### config.mk
export PLATFORM = sky130hd
export DESIGN_NAME = lmg_move_packer_flat
export DESIGN_NICKNAME = d
export VERILOG_FILES = /design/src/rtl/lmg_move_packer_if.sv /design/src/rtl/lmg_move_packer.sv /design/src/flat_wrapper.sv
export SDC_FILE = /design/constraint.sdc
export NUM_CORES = 2
export LEC_CHECK = 0
export CAP_MARGIN = 20
export CORE_MARGIN = 4
export CORE_UTILIZATION = 60
export DETAILED_ROUTE_END_ITERATION = 7
export PLACE_DENSITY = 0.77
export SLEW_MARGIN = 20
export SYNTH_ARGS = -nofsm -noshare
export SYNTH_HDL_FRONTEND = slang
export SYNTH_SLANG_ARGS = --single-unit
### constraint.sdc
create_clock -name clk -period 19.5 [get_ports clk]
set_clock_uncertainty 0.05 [all_clocks]
set_input_delay 3.9 -clock clk [delete_from_list [all_inputs] [get_ports clk]]
set_output_delay 3.9 -clock clk [all_outputs]
set_load 0.005 [all_outputs]
### src/rtl/lmg_move_packer_if.sv
// ---------------------------------------------------------------------------
// lmg_move_packer_if
// Bundles the move-generator handshake and the controller read bus of the
// LMG move packer.
//   master : environment side (move generator + controller)
//   slave  : packer side
// Signals
//   mv_valid   generator -> packer  mv_data holds a move
//   mv_data    generator -> packer  move payload [MOVE_W-1:0]
//   mv_ready   packer -> generator  move accepted this cycle when valid
//   gen_last   generator -> packer  generation finished
//   rden       controller -> packer read one word
//   fifoOut    packer -> controller registered read word [SLOTS*(MOVE_W+1)-1:0]
//   fifoEmpty  packer -> controller no stored words
//   done       packer -> controller terminator committed
//   move_count packer -> controller accepted-move counter (LMG_PACK_COUNT_EN only)
// ---------------------------------------------------------------------------
interface lmg_move_packer_if #(
  parameter int MOVE_W = 18,
  parameter int SLOTS  = 8
);
  localparam int WORD_W = SLOTS * (MOVE_W + 1);

  logic              mv_valid;
  logic [MOVE_W-1:0] mv_data;
  logic              mv_ready;
  logic              gen_last;
  logic              rden;
  logic [WORD_W-1:0] fifoOut;
  logic              fifoEmpty;
  logic              done;
`ifdef LMG_PACK_COUNT_EN
  logic [7:0]        move_count;
`endif

  modport master (
    output mv_valid, mv_data, gen_last, rden,
`ifdef LMG_PACK_COUNT_EN
    input  move_count,
`endif
    input  mv_ready, fifoOut, fifoEmpty, done
  );

  modport slave (
    input  mv_valid, mv_data, gen_last, rden,
`ifdef LMG_PACK_COUNT_EN
    output move_count,
`endif
    output mv_ready, fifoOut, fifoEmpty, done
  );
endinterface

### src/rtl/lmg_move_packer.sv
// ---------------------------------------------------------------------------
// lmg_move_packer
// Producer end of the LMG move FIFO. Single moves from the move generator are
// packed SLOTS per word (slot 0 first) into an internal FIFO. Each slot is
// {invalid_flag, payload}; an unused slot has its flag set and payload zero.
// After generation ends the partial word (if any) and an all-invalid
// terminator word are pushed, then done is raised until the next reset.
//
// Ports
//   clk    in  system clock
//   reset  in  asynchronous, active-high; clears FIFO, partial word and done
//   bus    slave modport of lmg_move_packer_if (handshake + read bus)
//
// Optional feature
//   LMG_PACK_COUNT_EN : when defined, drives bus.move_count, an 8-bit
//                       saturating count of accepted moves. When undefined
//                       no counter logic is built.
// ---------------------------------------------------------------------------
module lmg_move_packer #(
  parameter int MOVE_W     = 18,
  parameter int SLOTS      = 8,
  parameter int DEPTH_LOG2 = 4
) (
  input  logic             clk,
  input  logic             reset,
  lmg_move_packer_if.slave bus
);

  localparam int SLOT_W = MOVE_W + 1;
  localparam int WORD_W = SLOTS * SLOT_W;
  localparam int DEPTH  = 1 << DEPTH_LOG2;
  localparam int IDX_W  = (SLOTS > 1) ? $clog2(SLOTS) : 1;
  localparam int CNT_W  = DEPTH_LOG2 + 1;

  localparam logic [IDX_W-1:0] LAST_IDX = IDX_W'(SLOTS - 1);
  localparam logic [CNT_W-1:0] FULL_CNT = CNT_W'(DEPTH);

  // All invalid flags set, all payloads zero.
  function automatic logic [WORD_W-1:0] invalid_word();
    logic [WORD_W-1:0] w;
    w = '0;
    for (int k = 0; k < SLOTS; k++) begin
      w[k*SLOT_W + MOVE_W] = 1'b1;
    end
    return w;
  endfunction

  localparam logic [WORD_W-1:0] INVALID_WORD = invalid_word();

  typedef enum logic [2:0] {
    ST_IDLE,
    ST_COLLECT,
    ST_FLUSH,
    ST_TERM,
    ST_DONE
  } state_t;

  // Control / data registers
  state_t                  state_q,    state_d;
  logic [IDX_W-1:0]        idx_q,      idx_d;
  logic [WORD_W-1:0]       pack_q,     pack_d;
  logic [DEPTH_LOG2-1:0]   wr_ptr_q,   wr_ptr_d;
  logic [DEPTH_LOG2-1:0]   rd_ptr_q,   rd_ptr_d;
  logic [CNT_W-1:0]        count_q,    count_d;
  logic [WORD_W-1:0]       fifo_out_q, fifo_out_d;
  logic                    done_q,     done_d;
  logic [WORD_W-1:0]       mem_q [DEPTH];

  // Per-cycle decisions
  logic                    has_room;
  logic                    accept;
  logic                    push;
  logic                    pop;
  logic [WORD_W-1:0]       push_word;

  assign has_room = (count_q < FULL_CNT);

  // -------------------------------------------------------------------------
  // Packing FSM: decides accepts and which word (if any) is committed.
  // -------------------------------------------------------------------------
  always_comb begin
    state_d   = state_q;
    idx_d     = idx_q;
    pack_d    = pack_q;
    done_d    = done_q;
    accept    = 1'b0;
    push      = 1'b0;
    push_word = INVALID_WORD;

    case (state_q)
      ST_IDLE: begin
        state_d = ST_COLLECT;
      end

      ST_COLLECT: begin
        accept = bus.mv_valid && has_room;
        if (accept) begin
          pack_d[idx_q*SLOT_W +: SLOT_W] = {1'b0, bus.mv_data};
          if (idx_q == LAST_IDX) begin
            // Word is full including this move: commit it on this edge.
            push      = 1'b1;
            push_word = pack_d;
            pack_d    = INVALID_WORD;
            idx_d     = '0;
          end else begin
            idx_d = idx_q + 1'b1;
          end
        end
        // A move accepted alongside gen_last has already been packed above.
        if (bus.gen_last) begin
          state_d = ST_FLUSH;
        end
      end

      ST_FLUSH: begin
        if (idx_q == '0) begin
          state_d = ST_TERM;
        end else if (has_room) begin
          push      = 1'b1;
          push_word = pack_q;
          pack_d    = INVALID_WORD;
          idx_d     = '0;
          state_d   = ST_TERM;
        end
      end

      ST_TERM: begin
        if (has_room) begin
          push      = 1'b1;
          push_word = INVALID_WORD;
          done_d    = 1'b1;
          state_d   = ST_DONE;
        end
      end

      ST_DONE: begin
        done_d = 1'b1;
      end

      default: begin
        state_d = ST_IDLE;
      end
    endcase
  end

  // -------------------------------------------------------------------------
  // FIFO bookkeeping and read port. The empty test uses the registered count,
  // so a word committed this cycle cannot be read this cycle.
  // -------------------------------------------------------------------------
  always_comb begin
    pop        = bus.rden && (count_q != '0);
    wr_ptr_d   = wr_ptr_q;
    rd_ptr_d   = rd_ptr_q;
    count_d    = count_q;
    fifo_out_d = fifo_out_q;

    if (push) begin
      wr_ptr_d = wr_ptr_q + 1'b1;
    end

    if (pop) begin
      rd_ptr_d   = rd_ptr_q + 1'b1;
      fifo_out_d = mem_q[rd_ptr_q];
    end else if (bus.rden) begin
      fifo_out_d = INVALID_WORD;
    end

    if (push && !pop) begin
      count_d = count_q + 1'b1;
    end else if (!push && pop) begin
      count_d = count_q - 1'b1;
    end
  end

  // -------------------------------------------------------------------------
  // Register stage
  // -------------------------------------------------------------------------
  always_ff @(posedge clk or posedge reset) begin
    if (reset) begin
      state_q    <= ST_IDLE;
      idx_q      <= '0;
      pack_q     <= INVALID_WORD;
      wr_ptr_q   <= '0;
      rd_ptr_q   <= '0;
      count_q    <= '0;
      fifo_out_q <= INVALID_WORD;
      done_q     <= 1'b0;
    end else begin
      state_q    <= state_d;
      idx_q      <= idx_d;
      pack_q     <= pack_d;
      wr_ptr_q   <= wr_ptr_d;
      rd_ptr_q   <= rd_ptr_d;
      count_q    <= count_d;
      fifo_out_q <= fifo_out_d;
      done_q     <= done_d;
    end
  end

  // Storage is not reset: discarding contents is done through the pointers.
  always_ff @(posedge clk) begin
    if (push) begin
      mem_q[wr_ptr_q] <= push_word;
    end
  end

  assign bus.mv_ready  = (state_q == ST_COLLECT) && has_room;
  assign bus.fifoOut   = fifo_out_q;
  assign bus.fifoEmpty = (count_q == '0);
  assign bus.done      = done_q;

`ifdef LMG_PACK_COUNT_EN
  function automatic logic [7:0] sat_inc(input logic [7:0] v);
    return (v == 8'hFF) ? v : v + 8'd1;
  endfunction

  logic [7:0] move_count_q, move_count_d;

  // Accepts only happen while collecting, so the count holds after done.
  always_comb begin
    move_count_d = move_count_q;
    if (accept) begin
      move_count_d = sat_inc(move_count_q);
    end
  end

  always_ff @(posedge clk or posedge reset) begin
    if (reset) begin
      move_count_q <= '0;
    end else begin
      move_count_q <= move_count_d;
    end
  end

  assign bus.move_count = move_count_q;
`endif

endmodule

### src/flat_wrapper.sv
// flat-port wrapper written by rule: the top's interface ports become plain ports
module lmg_move_packer_flat 
#(
  parameter int MOVE_W     = 18,
  parameter int SLOTS      = 8,
  parameter int DEPTH_LOG2 = 4
)
  (clk, reset, bus_mv_valid, bus_mv_data, bus_gen_last, bus_rden, bus_mv_ready, bus_fifoOut, bus_fifoEmpty, bus_done);
  lmg_move_packer_if #(.MOVE_W(MOVE_W), .SLOTS(SLOTS)) bus_i ();
  input  logic clk;
  input  logic reset;
  input wire logic [$bits(bus_i.mv_valid)-1:0] bus_mv_valid;
  input wire logic [$bits(bus_i.mv_data)-1:0] bus_mv_data;
  input wire logic [$bits(bus_i.gen_last)-1:0] bus_gen_last;
  input wire logic [$bits(bus_i.rden)-1:0] bus_rden;
  output wire logic [$bits(bus_i.mv_ready)-1:0] bus_mv_ready;
  output wire logic [$bits(bus_i.fifoOut)-1:0] bus_fifoOut;
  output wire logic [$bits(bus_i.fifoEmpty)-1:0] bus_fifoEmpty;
  output wire logic [$bits(bus_i.done)-1:0] bus_done;
  assign bus_i.mv_valid = bus_mv_valid;
  assign bus_i.mv_data = bus_mv_data;
  assign bus_i.gen_last = bus_gen_last;
  assign bus_i.rden = bus_rden;
  assign bus_mv_ready = bus_i.mv_ready;
  assign bus_fifoOut = bus_i.fifoOut;
  assign bus_fifoEmpty = bus_i.fifoEmpty;
  assign bus_done = bus_i.done;
  lmg_move_packer #(.MOVE_W(MOVE_W), .SLOTS(SLOTS), .DEPTH_LOG2(DEPTH_LOG2)) u_core (.clk(clk), .reset(reset), .bus(bus_i));
endmodule
[Word level (Yosys, flattened, before mapping)]
Memories as Yosys holds them, arrays and structs flattened.
Index checks and enable logic that the tools add are counted.
Word-level totals
  bits in registers: 324
  memory bits (writable): 2432
  bits of input ports: 23
  output and inout port bits: 155
  logic and storage cells: 83
  memories kept: 1
Memories
  u_core.mem_q: depth 16, width 152, rd ports 1, clocked after memory_dff 0, write ports 1, RTL line lmg_move_packer.sv:67  | logic [WORD_W-1:0] mem_q [DEPTH];
Operators by class
  add/subtract/negate cells: 6
  $mul: 1
  $lt $le $gt $ge: 1
  equality and inequality tests: 11
  shift-type cells: 2
  multiplexer cells: 34
  bitwise gates (word level): 1
  reductions and logical operators: 18
Operator list (number)
  152-bit 2-to-1 mux: 10
  152-bit case mux with 2 select lines: 2
  152-bit bitwise mux: 1
  19-bit by 34-bit variable shift with 152-bit output, first input constant: 1
  19-bit by 34-bit variable part select with 152-bit output: 1
  8-bit negator with 34-bit output: 1
  3-bit 2-to-1 mux: 8
  3-bit case mux with 5 select lines: 1
  5-bit 2-to-1 mux: 2
  4-bit by 1-bit adder with 4-bit output, second input constant: 2
  3-bit by 5-bit multiplier with 8-bit output, second input constant: 1
  4-bit AND reduction: 2
  2-bit nonzero test: 4
  1-bit 2-to-1 mux: 7
  3-bit by 2-bit equality test with 1-bit output, second input constant: 2
  3-bit equality test, second input constant: 2
  3-bit logical NOT: 2
  2-bit by 1-bit != test with 1-bit output, second input constant: 3
  3-bit case mux with 2 select lines: 1
  5-bit by 1-bit adder with 5-bit output, second input constant: 1
  1-bit logical AND: 5
  5-bit logical NOT: 1
  5-bit less-than comparator, second input constant: 1
  5-bit nonzero test: 1
  other kinds (10): 12

[Depth between registers and ports, before layout]
  depth after elaboration: 8
  depth in mapped cells: 12
  depth with buffers taken out: 12

[Worst setup path after synthesis]
Ideal clock, no wire load.
  path type: in2reg
  start point: input port bus_mv_valid
  end point: memory u_core.mem_q[7][0] (netlist bit), enable pin
  arrival: 14.765 ns
  required time: 18.600 ns
  slack: 3.836 ns
  stages: 4
  path buffers: 0
  cells stage by stage: nand4b_1 -> o22ai_2 -> nand2_1 -> nor3_1
On the way
  longest elaborated chain between the ends: 5
RTL lines
  start: declaration: RTL line flat_wrapper.sv:12  | input wire logic [$bits(bus_i.mv_valid)-1:0] bus_mv_valid;
  1-bit logical AND: RTL line lmg_move_packer.sv:96  | accept = bus.mv_valid && has_room;
  1-bit 2-to-1 mux: RTL line lmg_move_packer.sv:97  | if (accept) begin
  1-bit case mux with 3 select lines: RTL line lmg_move_packer.sv:90  | case (state_q)
  via u_core.push: RTL line lmg_move_packer.sv:72  | logic push;
  1-bit 2-to-1 mux: RTL line lmg_move_packer.sv:202  | if (push) begin
  1-bit 2-to-1 mux (implied by the code): RTL line lmg_move_packer.sv:203  | mem_q[wr_ptr_q] <= push_word;
  end: declaration: RTL line lmg_move_packer.sv:67
The timed path passes the listed nets, and every way through them passes these cells.

[Worst setup path after layout]
  start point: input port bus_mv_valid
  end point: memory u_core.mem_q[3][124] (netlist bit), enable pin
Same word-level chain as after synthesis.

==> results.json <==
{
  "critical_path.cell_chain": "clkdlybuf4s50_1 -> nand4b_1 -> o22ai_2 -> nor3b_1 -> and2_4 -> buf_4 -> buf_4",
  "remaining_drc_errors": 0,
  "core_area_sq_um": 174000,
  "slowest_delay_ns": 0.87,
  "antenna_found_initial": 7,
  "htreeDepth": 5,
  "cpMaxStageDelayCell": "buf_4",
  "maxCapViolations": 0,
  "synth_most_common_cell": "edfxtp_1",
  "setup.worst_path.class": "primary input to register",
  "tightest_slew_ns": 1.21,
  "ys_ff_latch": 2756,
  "ctsHoldBuffers": 0,
  "port_buffers": 177,
  "grt_pass1_wl_um": 388000,
  "vdd_drop_max_v": 0.000197,
  "finalSetupViolations": 0,
  "grt_start_max_net_pins": 155,
  "synthTopCellsByArea": "edfxtp_1, mux4_2, dfrtp_1",
  "drive_gt1_share_pct": 24.0,
  "ctsResizeCount": 0,
  "dieArea_sq_um": 182000,
  "crit_top_cell": "buf_4",
  "multi_input_area_sq_um": 22100,
  "wl_met2_um": 130000,
  "io_pins": 178,
  "dr.pass1.iters": 6,
  "grt_pass1_vias": 55300,
  "routed.top_layer": "met5",
  "postRouteAntennaNets": 0,
  "gr-usage-all-layers_pct": 29.5,
  "drt_iter0_drc": 7531,
  "wl_um": 265000,
  "slew_violations": 0,
  "finalCritPeriodShare_pct": 38.4,
  "cp-end-kind": "register",
  "seq_area_sq_um": 81200,
  "clk_pin_slew_ns": 0.06,
  "die_x_um": 427,
  "synthDistinctLibCells": 64,
  "wl_met3_um": 27900,
  "die_y_um": 427,
  "ys.flop_type": "edfxtp_1",
  "hold_viol_final": 0,
  "power_density_nw_per_um2": 125,
  "fillers": 10400,
  "start_kind": "primary input",
  "setup_tns_ns": 0,
  "insertion_delay_ns": 0.94,
  "status": "finished clean",
  "fmaxAchievable_mhz": 134,
  "synthCells": 4818,
  "grt.overflow.total": 0,
  "hpwlAfterDp_um": 131000,
  "area.growth.synth_to_final_pct": 12.4,
  "synth_edf_count": 2432,
  "post-route-min-period_ns": 7.48,
  "routed-via-count": 53400,
  "crit_fanout": 50,
  "root_buffer": "clkbuf_16",
  "relSlewSlack_pct": 18.7,
  "cp.required_ns": 19.95,
  "rsz0062_at_grt": "false",
  "yosys_warnings": 0,
  "netlist.area_leader.share_pct": 69.4,
  "layout.nets": 5129,
  "yosysTopAreaCell": "edfxtp_1",
  "syn_avg_cell_area_sq_um": 21.8,
  "cts_tree": "built",
  "ys_seq_area_share_pct": 77.1,
  "hold_path.class": "register to register",
  "placementRows": 153,
  "crit_arrival_ns": 7.93,
  "whs_ns": 0.426,
  "postSynth.asyncResetShare_pct": 11.8,
  "postCtsSetupBuffers": 0,
  "cts_inserted_buffers": 283,
  "power.total_w": 0.0148,
  "syn_nets": 4856,
  "wl_met1_um": 94000,
  "synthTopCellsByCount": "edfxtp_1, mux4_2, dfrtp_1, a22o_1, inv_1",
  "syn-cell-area_sq_um": 105000,
  "via_per_inst": 7.00,
  "leakage_nw": 33.0,
  "clock_path_buffers": 4,
  "wl_per_cell_um": 34.8,
  "initial_core_util_pct": 60.4,
  "place_congestion": 0.809,
  "clock-sinks": 2756
}
-- cell type report --
cell class	instances	area share, %
flip-flops and latches	2756	68.6
inverters	166	0.533
clock buffers	384	6.59
repair buffers	302	2.44
clock inverters	103	0.665
diodes	3	0.00635
well taps	2325	2.46
multi-input cells	1582	18.7
-- cells in the final DEF (no fill, tap or decap), types with 7 or more instances in the layout --
| master | Yosys | routed |
|---|---|---|
| nor2_1 | 23 | 17 |
| a221oi_1 | 71 | 71 |
| clkinv_1 | 0 | 42 |
| mux2i_1 | 26 | 26 |
| o2bb2ai_2 | 0 | 14 |
| a221oi_2 | 74 | 74 |
| clkbuf_16 | 0 | 290 |
| nor3_1 | 12 | 8 |
| o21ai_0 | 16 | 15 |
| bufinv_16 | 0 | 11 |
| a22oi_1 | 8 | 8 |
| dfrtp_1 | 308 | 306 |
| mux4_2 | 596 | 596 |
| inv_1 | 166 | 165 |
| dfstp_2 | 16 | 16 |
| nand2_1 | 33 | 33 |
| o2bb2ai_1 | 72 | 58 |
| o22ai_1 | 156 | 156 |
| edfxtp_1 | 2432 | 2432 |
| buf_12 | 0 | 9 |
| a21oi_1 | 15 | 12 |
| o21ai_4 | 8 | 9 |
| clkinv_2 | 0 | 37 |
| nor2_4 | 7 | 14 |
| ha_1 | 14 | 14 |
| a32o_1 | 72 | 72 |
| o21ai_2 | 8 | 8 |
| clkbuf_1 | 152 | 75 |
| xnor2_1 | 7 | 7 |
| buf_4 | 37 | 111 |
| clkdlybuf4s50_1 | 0 | 176 |
| a22o_1 | 288 | 288 |
| and2_4 | 0 | 9 |
| clkbuf_8 | 0 | 19 |
-- sequential cells by signal (all words and copies together), names as in the netlist --
signal / cells
u_core.idx_q: 3
u_core.wr_ptr_q: 4
u_core.count_q: 5
u_core.state_q: 3
u_core.bus.fifoOut: 152
u_core.pack_q: 152
u_core.rd_ptr_q: 4
u_core.bus.done: 1
u_core.mem_q: 2432
-- worst max-delay path: cells and delay by family --
family,cells,cell delay [ns]
buffers and inverters,3,2.19
AO/OA/AOI/OAI,1,0.46
AND/OR/NAND/NOR,3,1.30
-- stage by stage --
| stage | util [%] | std cells | cell area (sq um) | setup WS (ns) |
|---|---|---|---|---|
| global route | 67.9 | 7618 | 118000 | 11.97 |
| detailed placement | 62.9 | 7125 | 109000 | 10.88 |
| CTS | 67.8 | 7612 | 118000 | 11.87 |
| global placement | 62.8 | 7122 | 109000 | 10.93 |
| finish | 67.9 | 7621 | 118000 | 12.02 |
| floorplan | - | 4818 | 105000 | 3.84 |
-- per-layer routing --
layer  track usage [%]  vias up
met1              39.7    28000
li1                  -    21000
met2              47.2     3642
met4              12.9        2
met5                 0        -
met3              6.68      668
-- final timing paths --
check | startpoint | endpoint | slack [ns] | depth (start not counted)
max | bus_mv_valid | u_core.mem_q[3][124] | 12.02 | 7
min | u_core.bus.done | u_core.bus.done | 0.43 | 1
max reg2reg | u_core.rd_ptr_q[2] | u_core.bus.fifoOut[102] | 13.97 | 8
min reg2reg | u_core.bus.done | u_core.bus.done | 0.43 | 1
max in group asynchronous | reset | u_core.bus.fifoOut[59] | 13.79 | 4
min in group asynchronous | reset | u_core.bus.fifoOut[98] | 3.44 | 2
-- cell families (layout without fill, tap and decap cells) --
family / count (synthesis) / in the layout / share of synthesized area (%)
fa+ha+maj: 15 / 15 / 0.185
buf+inv: 480 / 955 / 2.10
mux: 624 / 624 / 13.0
compound gates: 801 / 801 / 6.76
simple gates: 132 / 132 / 0.743
flops: 2756 / 2756 / 77.1
other cells: 0 / 3 / 0
xor+xnor: 10 / 10 / 0.0832
-- report_power, final --
group | internal (W) | switching [W] | total [W] | leakage, nW
logic | 0.00129 | 0.00173 | 0.00302 | 7.40
registers | 0.00651 | 0.000161 | 0.00667 | 21.4
clock network | 0.00294 | 0.00216 | 0.00510 | 4.20
Note: power is estimated with default switching activity, not from simulation.
